File: src/rtl/muldiv_pkg.sv
// muldiv_pkg: shared opcode encodings for the multiply/divide unit.
// The instruction decoder and muldiv both import this package, so the
// encodings exist in exactly one place.
package muldiv_pkg;

  localparam logic [2:0] MD_MULT_OP  = 3'b000;
  localparam logic [2:0] MD_MULTU_OP = 3'b001;
  localparam logic [2:0] MD_DIV_OP   = 3'b010;
  localparam logic [2:0] MD_DIVU_OP  = 3'b011;
  localparam logic [2:0] MD_MTHI_OP  = 3'b100;
  localparam logic [2:0] MD_MTLO_OP  = 3'b101;

  // MULT/MULTU/DIV/DIVU: the iterative operations
  function automatic logic md_is_arith(input logic [2:0] op);
    return ~op[2];
  endfunction

  function automatic logic md_is_div(input logic [2:0] op);
    return ~op[2] & op[1];
  endfunction

  // MULT and DIV are the signed forms
  function automatic logic md_is_signed(input logic [2:0] op);
    return ~op[2] & ~op[0];
  endfunction

endpackage

File: src/rtl/muldiv_adder.sv
// adder: plain WIDTH-bit adder with carry in/out.
// Ports: op1, op2 (addends), cin (carry in), sum, carry (carry out).
module adder #(
  parameter int WIDTH = 32
) (
  input  logic [WIDTH-1:0] op1,
  input  logic [WIDTH-1:0] op2,
  input  logic             cin,
  output logic [WIDTH-1:0] sum,
  output logic             carry
);

  assign {carry, sum} = {1'b0, op1} + {1'b0, op2} + {{WIDTH{1'b0}}, cin};

endmodule

File: src/rtl/muldiv.sv
// muldiv: iterative multiply/divide unit owning the HI/LO registers.
// MULT/MULTU/DIV/DIVU take 33 cycles (32 iterations + 1 fix-up);
// MTHI/MTLO write HI/LO in a single cycle without raising busy.
// Ports:
//   clk, reset_n                 clock, async active-low reset
//   start_md_i, op_md_i          request and opcode (sampled in IDLE)
//   opr_a_md_i, opr_b_md_i       rs / rt operands
//   flush_md_i                   abort in-flight operation
//   busy_md_o, done_md_o         status; done pulses with the new HI/LO
//   hi_md_o, lo_md_o             HI/LO registers
//
// state | meaning
// ------+---------------------------------------------------------------
// IDLE  | waiting for a request; MTHI/MTLO handled here
// CALC  | one multiply/divide iteration per cycle, count 0..31
// FIX   | sign correction / divide-by-zero override, write HI/LO on exit
module muldiv
  import muldiv_pkg::*;
#(
  parameter int WIDTH = 32
) (
  input  logic             clk,
  input  logic             reset_n,
  input  logic             start_md_i,
  input  logic [2:0]       op_md_i,
  input  logic [WIDTH-1:0] opr_a_md_i,
  input  logic [WIDTH-1:0] opr_b_md_i,
  input  logic             flush_md_i,
  output logic             busy_md_o,
  output logic             done_md_o,
  output logic [WIDTH-1:0] hi_md_o,
  output logic [WIDTH-1:0] lo_md_o
);

  localparam int CW = $clog2(WIDTH);

  typedef enum logic [1:0] {S_IDLE, S_CALC, S_FIX} state_t;

  state_t r_state, w_state_nxt;

  logic [CW-1:0]    r_count;
  logic [WIDTH-1:0] r_acc;       // product high half / partial remainder
  logic [WIDTH-1:0] r_q;         // multiplier (shifting out) / quotient
  logic [WIDTH-1:0] r_b;         // multiplicand / divisor magnitude
  logic [WIDTH-1:0] r_raw_a;     // raw dividend for the divide-by-zero result
  logic             r_is_div, r_div_zero, r_neg_res, r_neg_rem;
  logic [WIDTH-1:0] r_hi, r_lo;
  logic             r_busy, r_done;

  logic             w_start, w_load, w_iter, w_commit, w_mthi, w_mtlo;
  logic             w_signed, w_div;
  logic [WIDTH-1:0] w_a_mag, w_b_mag;
  logic [WIDTH-1:0] w_add_op1, w_add_op2, w_sum;
  logic             w_add_cin, w_carry, w_ge;
  logic [WIDTH-1:0] w_shift_rem;
  logic [2*WIDTH-1:0] w_prod, w_prod_fix;
  logic [WIDTH-1:0] w_hi_fix, w_lo_fix;

  // ---------------- state register ----------------
  always_ff @(posedge clk or negedge reset_n) begin
    if (!reset_n) r_state <= S_IDLE;
    else          r_state <= w_state_nxt;
  end

  // ---------------- next-state logic ----------------
  always_comb begin
    w_state_nxt = r_state;
    case (r_state)
      S_IDLE: if (start_md_i && !flush_md_i && md_is_arith(op_md_i)) w_state_nxt = S_CALC;
      S_CALC: if (flush_md_i) w_state_nxt = S_IDLE;
              else if (r_count == CW'(WIDTH-1)) w_state_nxt = S_FIX;
      S_FIX:  w_state_nxt = S_IDLE;
      default: w_state_nxt = S_IDLE;
    endcase
  end

  // ---------------- control outputs ----------------
  always_comb begin
    w_start  = (r_state == S_IDLE) && start_md_i && !flush_md_i;
    w_load   = w_start && md_is_arith(op_md_i);
    w_mthi   = w_start && (op_md_i == MD_MTHI_OP);
    w_mtlo   = w_start && (op_md_i == MD_MTLO_OP);
    w_iter   = (r_state == S_CALC) && !flush_md_i;
    w_commit = (r_state == S_FIX) && !flush_md_i;
  end

  // ---------------- operand magnitudes ----------------
  assign w_signed = md_is_signed(op_md_i);
  assign w_div    = md_is_div(op_md_i);
  assign w_a_mag  = (w_signed && opr_a_md_i[WIDTH-1]) ? -opr_a_md_i : opr_a_md_i;
  assign w_b_mag  = (w_signed && opr_b_md_i[WIDTH-1]) ? -opr_b_md_i : opr_b_md_i;

  // ---------------- shared adder ----------------
  // Divide: trial subtract of the divisor from the shifted remainder
  // (op2 inverted, cin=1). Multiply: accumulate the multiplicand.
  assign w_shift_rem = {r_acc[WIDTH-2:0], r_q[WIDTH-1]};
  assign w_add_op1   = r_is_div ? w_shift_rem : r_acc;
  assign w_add_op2   = r_is_div ? ~r_b : r_b;
  assign w_add_cin   = r_is_div;

  adder #(.WIDTH(WIDTH)) u_adder (
    .op1   (w_add_op1),
    .op2   (w_add_op2),
    .cin   (w_add_cin),
    .sum   (w_sum),
    .carry (w_carry)
  );

  // The shifted remainder is really WIDTH+1 bits; its dropped top bit set
  // means it certainly exceeds the divisor.
  assign w_ge = r_acc[WIDTH-1] | w_carry;

  // ---------------- fix-up ----------------
  assign w_prod = {r_acc, r_q};

  always_comb begin
    w_prod_fix = r_neg_res ? -w_prod : w_prod;
    w_hi_fix   = w_prod_fix[2*WIDTH-1:WIDTH];
    w_lo_fix   = w_prod_fix[WIDTH-1:0];
    if (r_is_div) begin
      if (r_div_zero) begin
        w_hi_fix = r_raw_a;
        w_lo_fix = '1;
      end else begin
        w_hi_fix = r_neg_rem ? -r_acc : r_acc;
        w_lo_fix = r_neg_res ? -r_q : r_q;
      end
    end
  end

  // ---------------- datapath ----------------
  always_ff @(posedge clk or negedge reset_n) begin
    if (!reset_n) begin
      r_count    <= '0;
      r_acc      <= '0;
      r_q        <= '0;
      r_b        <= '0;
      r_raw_a    <= '0;
      r_is_div   <= 1'b0;
      r_div_zero <= 1'b0;
      r_neg_res  <= 1'b0;
      r_neg_rem  <= 1'b0;
      r_hi       <= '0;
      r_lo       <= '0;
      r_busy     <= 1'b0;
      r_done     <= 1'b0;
    end else begin
      r_busy <= (w_state_nxt != S_IDLE);
      r_done <= w_commit;
      if (w_load) begin
        r_count    <= '0;
        r_acc      <= '0;
        r_q        <= w_div ? w_a_mag : w_b_mag;
        r_b        <= w_div ? w_b_mag : w_a_mag;
        r_raw_a    <= opr_a_md_i;
        r_is_div   <= w_div;
        r_div_zero <= w_div && (opr_b_md_i == '0);
        r_neg_res  <= w_signed && (opr_a_md_i[WIDTH-1] ^ opr_b_md_i[WIDTH-1]);
        r_neg_rem  <= w_signed && opr_a_md_i[WIDTH-1];
      end
      if (w_iter) begin
        r_count <= r_count + 1'b1;
        if (r_is_div) begin
          r_acc <= w_ge ? w_sum : w_shift_rem;
          r_q   <= {r_q[WIDTH-2:0], w_ge};
        end else if (r_q[0]) begin
          {r_acc, r_q} <= {w_carry, w_sum, r_q[WIDTH-1:1]};
        end else begin
          {r_acc, r_q} <= {1'b0, r_acc, r_q[WIDTH-1:1]};
        end
      end
      if (w_commit) begin
        r_hi <= w_hi_fix;
        r_lo <= w_lo_fix;
      end
      if (w_mthi) r_hi <= opr_a_md_i;
      if (w_mtlo) r_lo <= opr_a_md_i;
    end
  end

  assign busy_md_o = r_busy;
  assign done_md_o = r_done;
  assign hi_md_o   = r_hi;
  assign lo_md_o   = r_lo;

endmodule

File: config.mk
export PLATFORM = sky130hd
export DESIGN_NAME = muldiv
export DESIGN_NICKNAME = d
export VERILOG_FILES = /design/src/rtl/muldiv_pkg.sv /design/src/rtl/muldiv_adder.sv /design/src/rtl/muldiv.sv
export SDC_FILE = /design/constraint.sdc
export NUM_CORES = 1
export LEC_CHECK = 0
export BUFFER_PORTS_ARGS = -buffer_cell sky130_fd_sc_hd__buf_2
export CELL_PAD_IN_SITES_DETAIL_PLACEMENT = 0
export CELL_PAD_IN_SITES_GLOBAL_PLACEMENT = 1
export CORE_ASPECT_RATIO = 2
export CORE_UTILIZATION = 42
export CTS_CLUSTER_SIZE = 14
export DETAILED_ROUTE_END_ITERATION = 12
export PLACE_DENSITY_LB_ADDON = 0.15
export SYNTH_ARGS = -nofsm -noshare
export SYNTH_HDL_FRONTEND = slang
export SYNTH_SLANG_ARGS = --single-unit
export TNS_END_PERCENT = 30
File: constraint.sdc
create_clock -name clk -period 4.7 [get_ports clk]
set_input_delay 0 -clock clk [delete_from_list [all_inputs] [get_ports clk]]
set_output_delay 0 -clock clk [all_outputs]
set_load 0.01 [all_outputs]
==> run_results.csv <==
group,metric,value,unit
grt,grt_pass1_wl,101000,um
grt,grt_start_max_net_pins,118,
setup_path,r2r_slack,0.33,ns
sta,max_freq,229,MHz
floorplanning,io-pin-count,137,
logic_synthesis,synth_cell_types,73,
logic_synthesis,yosys.area.top_type,"dfrtp_1",
worst_hold_path,hold_depth,4,
sta,setup_viol,0,
clock_tree,cts_max_level,1,
setup_path,r2r-end,"r_acc[12]",
drt,vias,16200,
power_and_ir_drop,total_power,11.0,mW
clock_tree,cts_tree,"built",
setup_path,r2r-start,"r_is_div",
logic_synthesis,syn-cell-area,0.0163,mm2
drt,dr.pass1.iters,5,
logic_synthesis,synth_warnings,0,
logic_synthesis,synth-seq-cells,205,
power_and_ir_drop,powerDensity,594,mW/mm2
logic_synthesis,synth_top_area_share,31.5,%
sta,slew_headroom,14.5,%
setup_path,crit_required,5.06,ns
drt,drtAntennaViolNets,0,
grt,grt_usage,35.2,%
setup_path,end_kind,"register",
logic_synthesis,synth.most_common_cell,"nand2_1",
setup_path,critPathLaunchType,"register",
finish,nets,2234,
setup_path,crit_type,"reg -> reg",
setup_path,crit_fanout,42,
worst_hold_path,whs_endpoint,"r_b[15]",
grt,grt_pass1_vias,16300,
floorplanning,die_h,280,um
setup_path,worstRegToRegCells,12,
floorplanning,dieArea,0.0396,mm2
floorplanning,std_cell_rows,101,
place,portBuffers,136,
logic_synthesis,yosysSeqAreaShare,31.5,%
logic_synthesis,syn-num-nets,2145,
worst_hold_path,hold_class,"in -> reg",
sta,worst_clock_skew,0.0384,ns
setup_path,arrival,4.74,ns
place,placed_cells,2565,
power_and_ir_drop,p_leak,8.00,nW
sta,period_needed,4.37,ns
power_and_ir_drop,vdd_drop_max,337,uV
logic_synthesis,synth_area_leaders,"dfrtp_1, nand2_1, o21ai_0, xor2_1, xnor2_1",
clock_tree,clkTransAtPathRegs,0.06,ns
drt,viasPerCell,6.09,
logic_synthesis,synth_commonest_cells,"nand2_1, o21ai_0, dfrtp_1",
sta,worst_pin_slew,1.28,ns
clock_tree,cts_inserted_buffers,22,
place,hpwlAfterDp,52500,um
logic_synthesis,syn_inst,2036,
sta,slew_viol_final,0,
logic_synthesis,avgSynthCellArea,8.00,um2
logic_synthesis,async_reset_ff_share,100,%
clock_tree,cts_root_buf,"clkbuf_16",
drt,drtIter0Drc,1085,
clock_tree,insertion_delay,0.56,ns
finish,syn_to_final_growth,14.1,%
place,place.gp.congestion,0.980,
drt,wl,69700,um
floorplanning,fp.dieW,141,um
grt,antenna_found_initial,1,
logic_synthesis,ys.flop_type,"dfrtp_1",
sta,finalCritPeriodShare,93.1,%
run_status,outcome,"finished clean",
clock_tree,clockBufferDepth,3,
sta,tns,0,ns
finish,finalNonFillerCells,2657,
run,maxCapViolCount,0,
logic_synthesis,synth-edff-count,0,
sta,holdWs,0.00789,ns
drt,route.detailed.drc,0,
drt,wire_per_inst,26.2,um
sta,rsz0062_at_grt,"no",
floorplanning,initial_core_util,42.8,%
worst_hold_path,hold_path.startpoint,"opr_b_md_i[15]",
floorplanning,design.core.area,0.0380,mm2
grt,grt_overflow,0,
finish,n_fill_cell,3768,
sta,hold_viol,0,
finish,drive_above_1_share,15.1,%
clock_tree,cts_sinks,205,
-- per-stage QoR --
stage          area, um2  utilization (%)  worst slack, ns
5_1_grt            18600             48.8           0.0243
4_1_cts            18600             48.8            0.321
3_3_place_gp       17400             45.6            0.416
3_5_place_dp       17400             45.6            0.343
6_report           18600             48.8            0.325
2_1_floorplan      16300                -          0.00714
-- where the power goes --
| group | leakage (nW) | switching [mW] | total (mW) | internal [mW] |
|---|---|---|---|---|
| registers | 2.59 | 0.683 | 2.91 | 2.22 |
| logic | 5.06 | 3.86 | 6.35 | 2.49 |
| clock network | 0.353 | 0.799 | 1.78 | 0.984 |
-- layout make-up --
class                   instances  area [um2]  area share (%)
flip-flops and latches        205        5130            27.6
well taps                     515         644            3.47
multi-input cells            1621       10300            55.3
repair buffers                250        1720            9.27
inverters                      25        93.8           0.505
clock inverters                10        88.8           0.478
diodes                          1        2.50          0.0135
clock buffers                  30         621            3.34
-- what timing repair did --
| action | 4_1_cts | 5_1_grt |
|---|---|---|
| buffers inserted | 0 | 0 |
| gates resized for setup | 0 | 0 |
| endpoints found under the hold margin | 203 | 0 |
| hold buffers | 51 | 0 |
-- critical path, cell delays in order, from the launching register on --
cell	delay, ns
dfrtp_4	0.82
mux2_2	0.41
ha_1	0.43
nand4_1	0.15
or3_1	0.33
a211oi_1	0.29
nor3_1	0.18
nor4_1	0.55
or2_2	0.26
buf_12	0.18
mux2_2	0.34
a21oi_1	0.15
o21ai_0	0.09
-- state kept, by name, summed over array words and instances, names as in the netlist --
| signal | count |
|---|---|
| r_q | 32 |
| done_md_o | 1 |
| busy_md_o | 1 |
| r_neg_rem | 1 |
| r_state | 2 |
| r_div_zero | 1 |
| r_is_div | 1 |
| r_raw_a | 32 |
| r_neg_res | 1 |
| lo_md_o | 32 |
| r_b | 32 |
| r_acc | 32 |
| r_count | 5 |
| hi_md_o | 32 |
-- kinds of logic (layout without fill, tap and decap cells) --
logic type	Yosys count	count (layout)	synth area share, %
and+or+nand+nor	657	657	18.4
AOI/OAI and AO/OA	605	605	23.1
xor gates and xnor gates	211	211	11.3
buffers and inverters	210	315	5.57
DFF	205	205	31.5
muxes	110	110	7.09
adders and majority gates	38	38	2.97
other	0	1	0
-- layer usage --
metal	vias up	part of all wire [%]	routed length, um	GRT usage, %
met4	0	12	8080	35.2
met5	-	0	0	0
li1	7464	-	-	-
met1	7861	33	23000	33.3
met3	272	3.9	2720	4.03
met2	597	52	35900	64.1
-- placed cells by master, fill, tap and decap left out, types with 12 or more instances in the layout --
cell type,n
o22ai_1,37
dlygate4sd3_1,51
nor4_1,12
ha_1,37
a221oi_1,12
buf_2,135
mux2_2,43
nor3_1,28
mux2i_1,67
or3_1,30
a21o_1,17
o41ai_1,14
nand2_1,327
o21ai_0,232
clkbuf_16,22
a21oi_1,124
o211ai_1,20
inv_1,25
o31ai_1,25
o221ai_1,45
buf_4,59
xnor2_1,101
or4_1,13
xor2_1,110
dfrtp_1,203
nand3_1,62
nand2b_1,18
nor2_1,102
-- worst max-delay path by stage --
| stage | to | start | slack, ns | depth (start not counted) |
|---|---|---|---|---|
| 2_1_floorplan | r_acc[12] | r_is_div | 0.007 | 18 |
| 3_3_place_gp | r_acc[12] | r_is_div | 0.42 | 12 |
| 3_5_place_dp | r_acc[3] | r_is_div | 0.34 | 12 |
| 4_1_cts | r_acc[3] | r_is_div | 0.32 | 12 |
| 5_1_grt | r_acc[3] | r_is_div | 0.02 | 12 |
| 6_report | r_acc[12] | r_is_div | 0.33 | 12 |
Power figures use the tool's default switching activity.
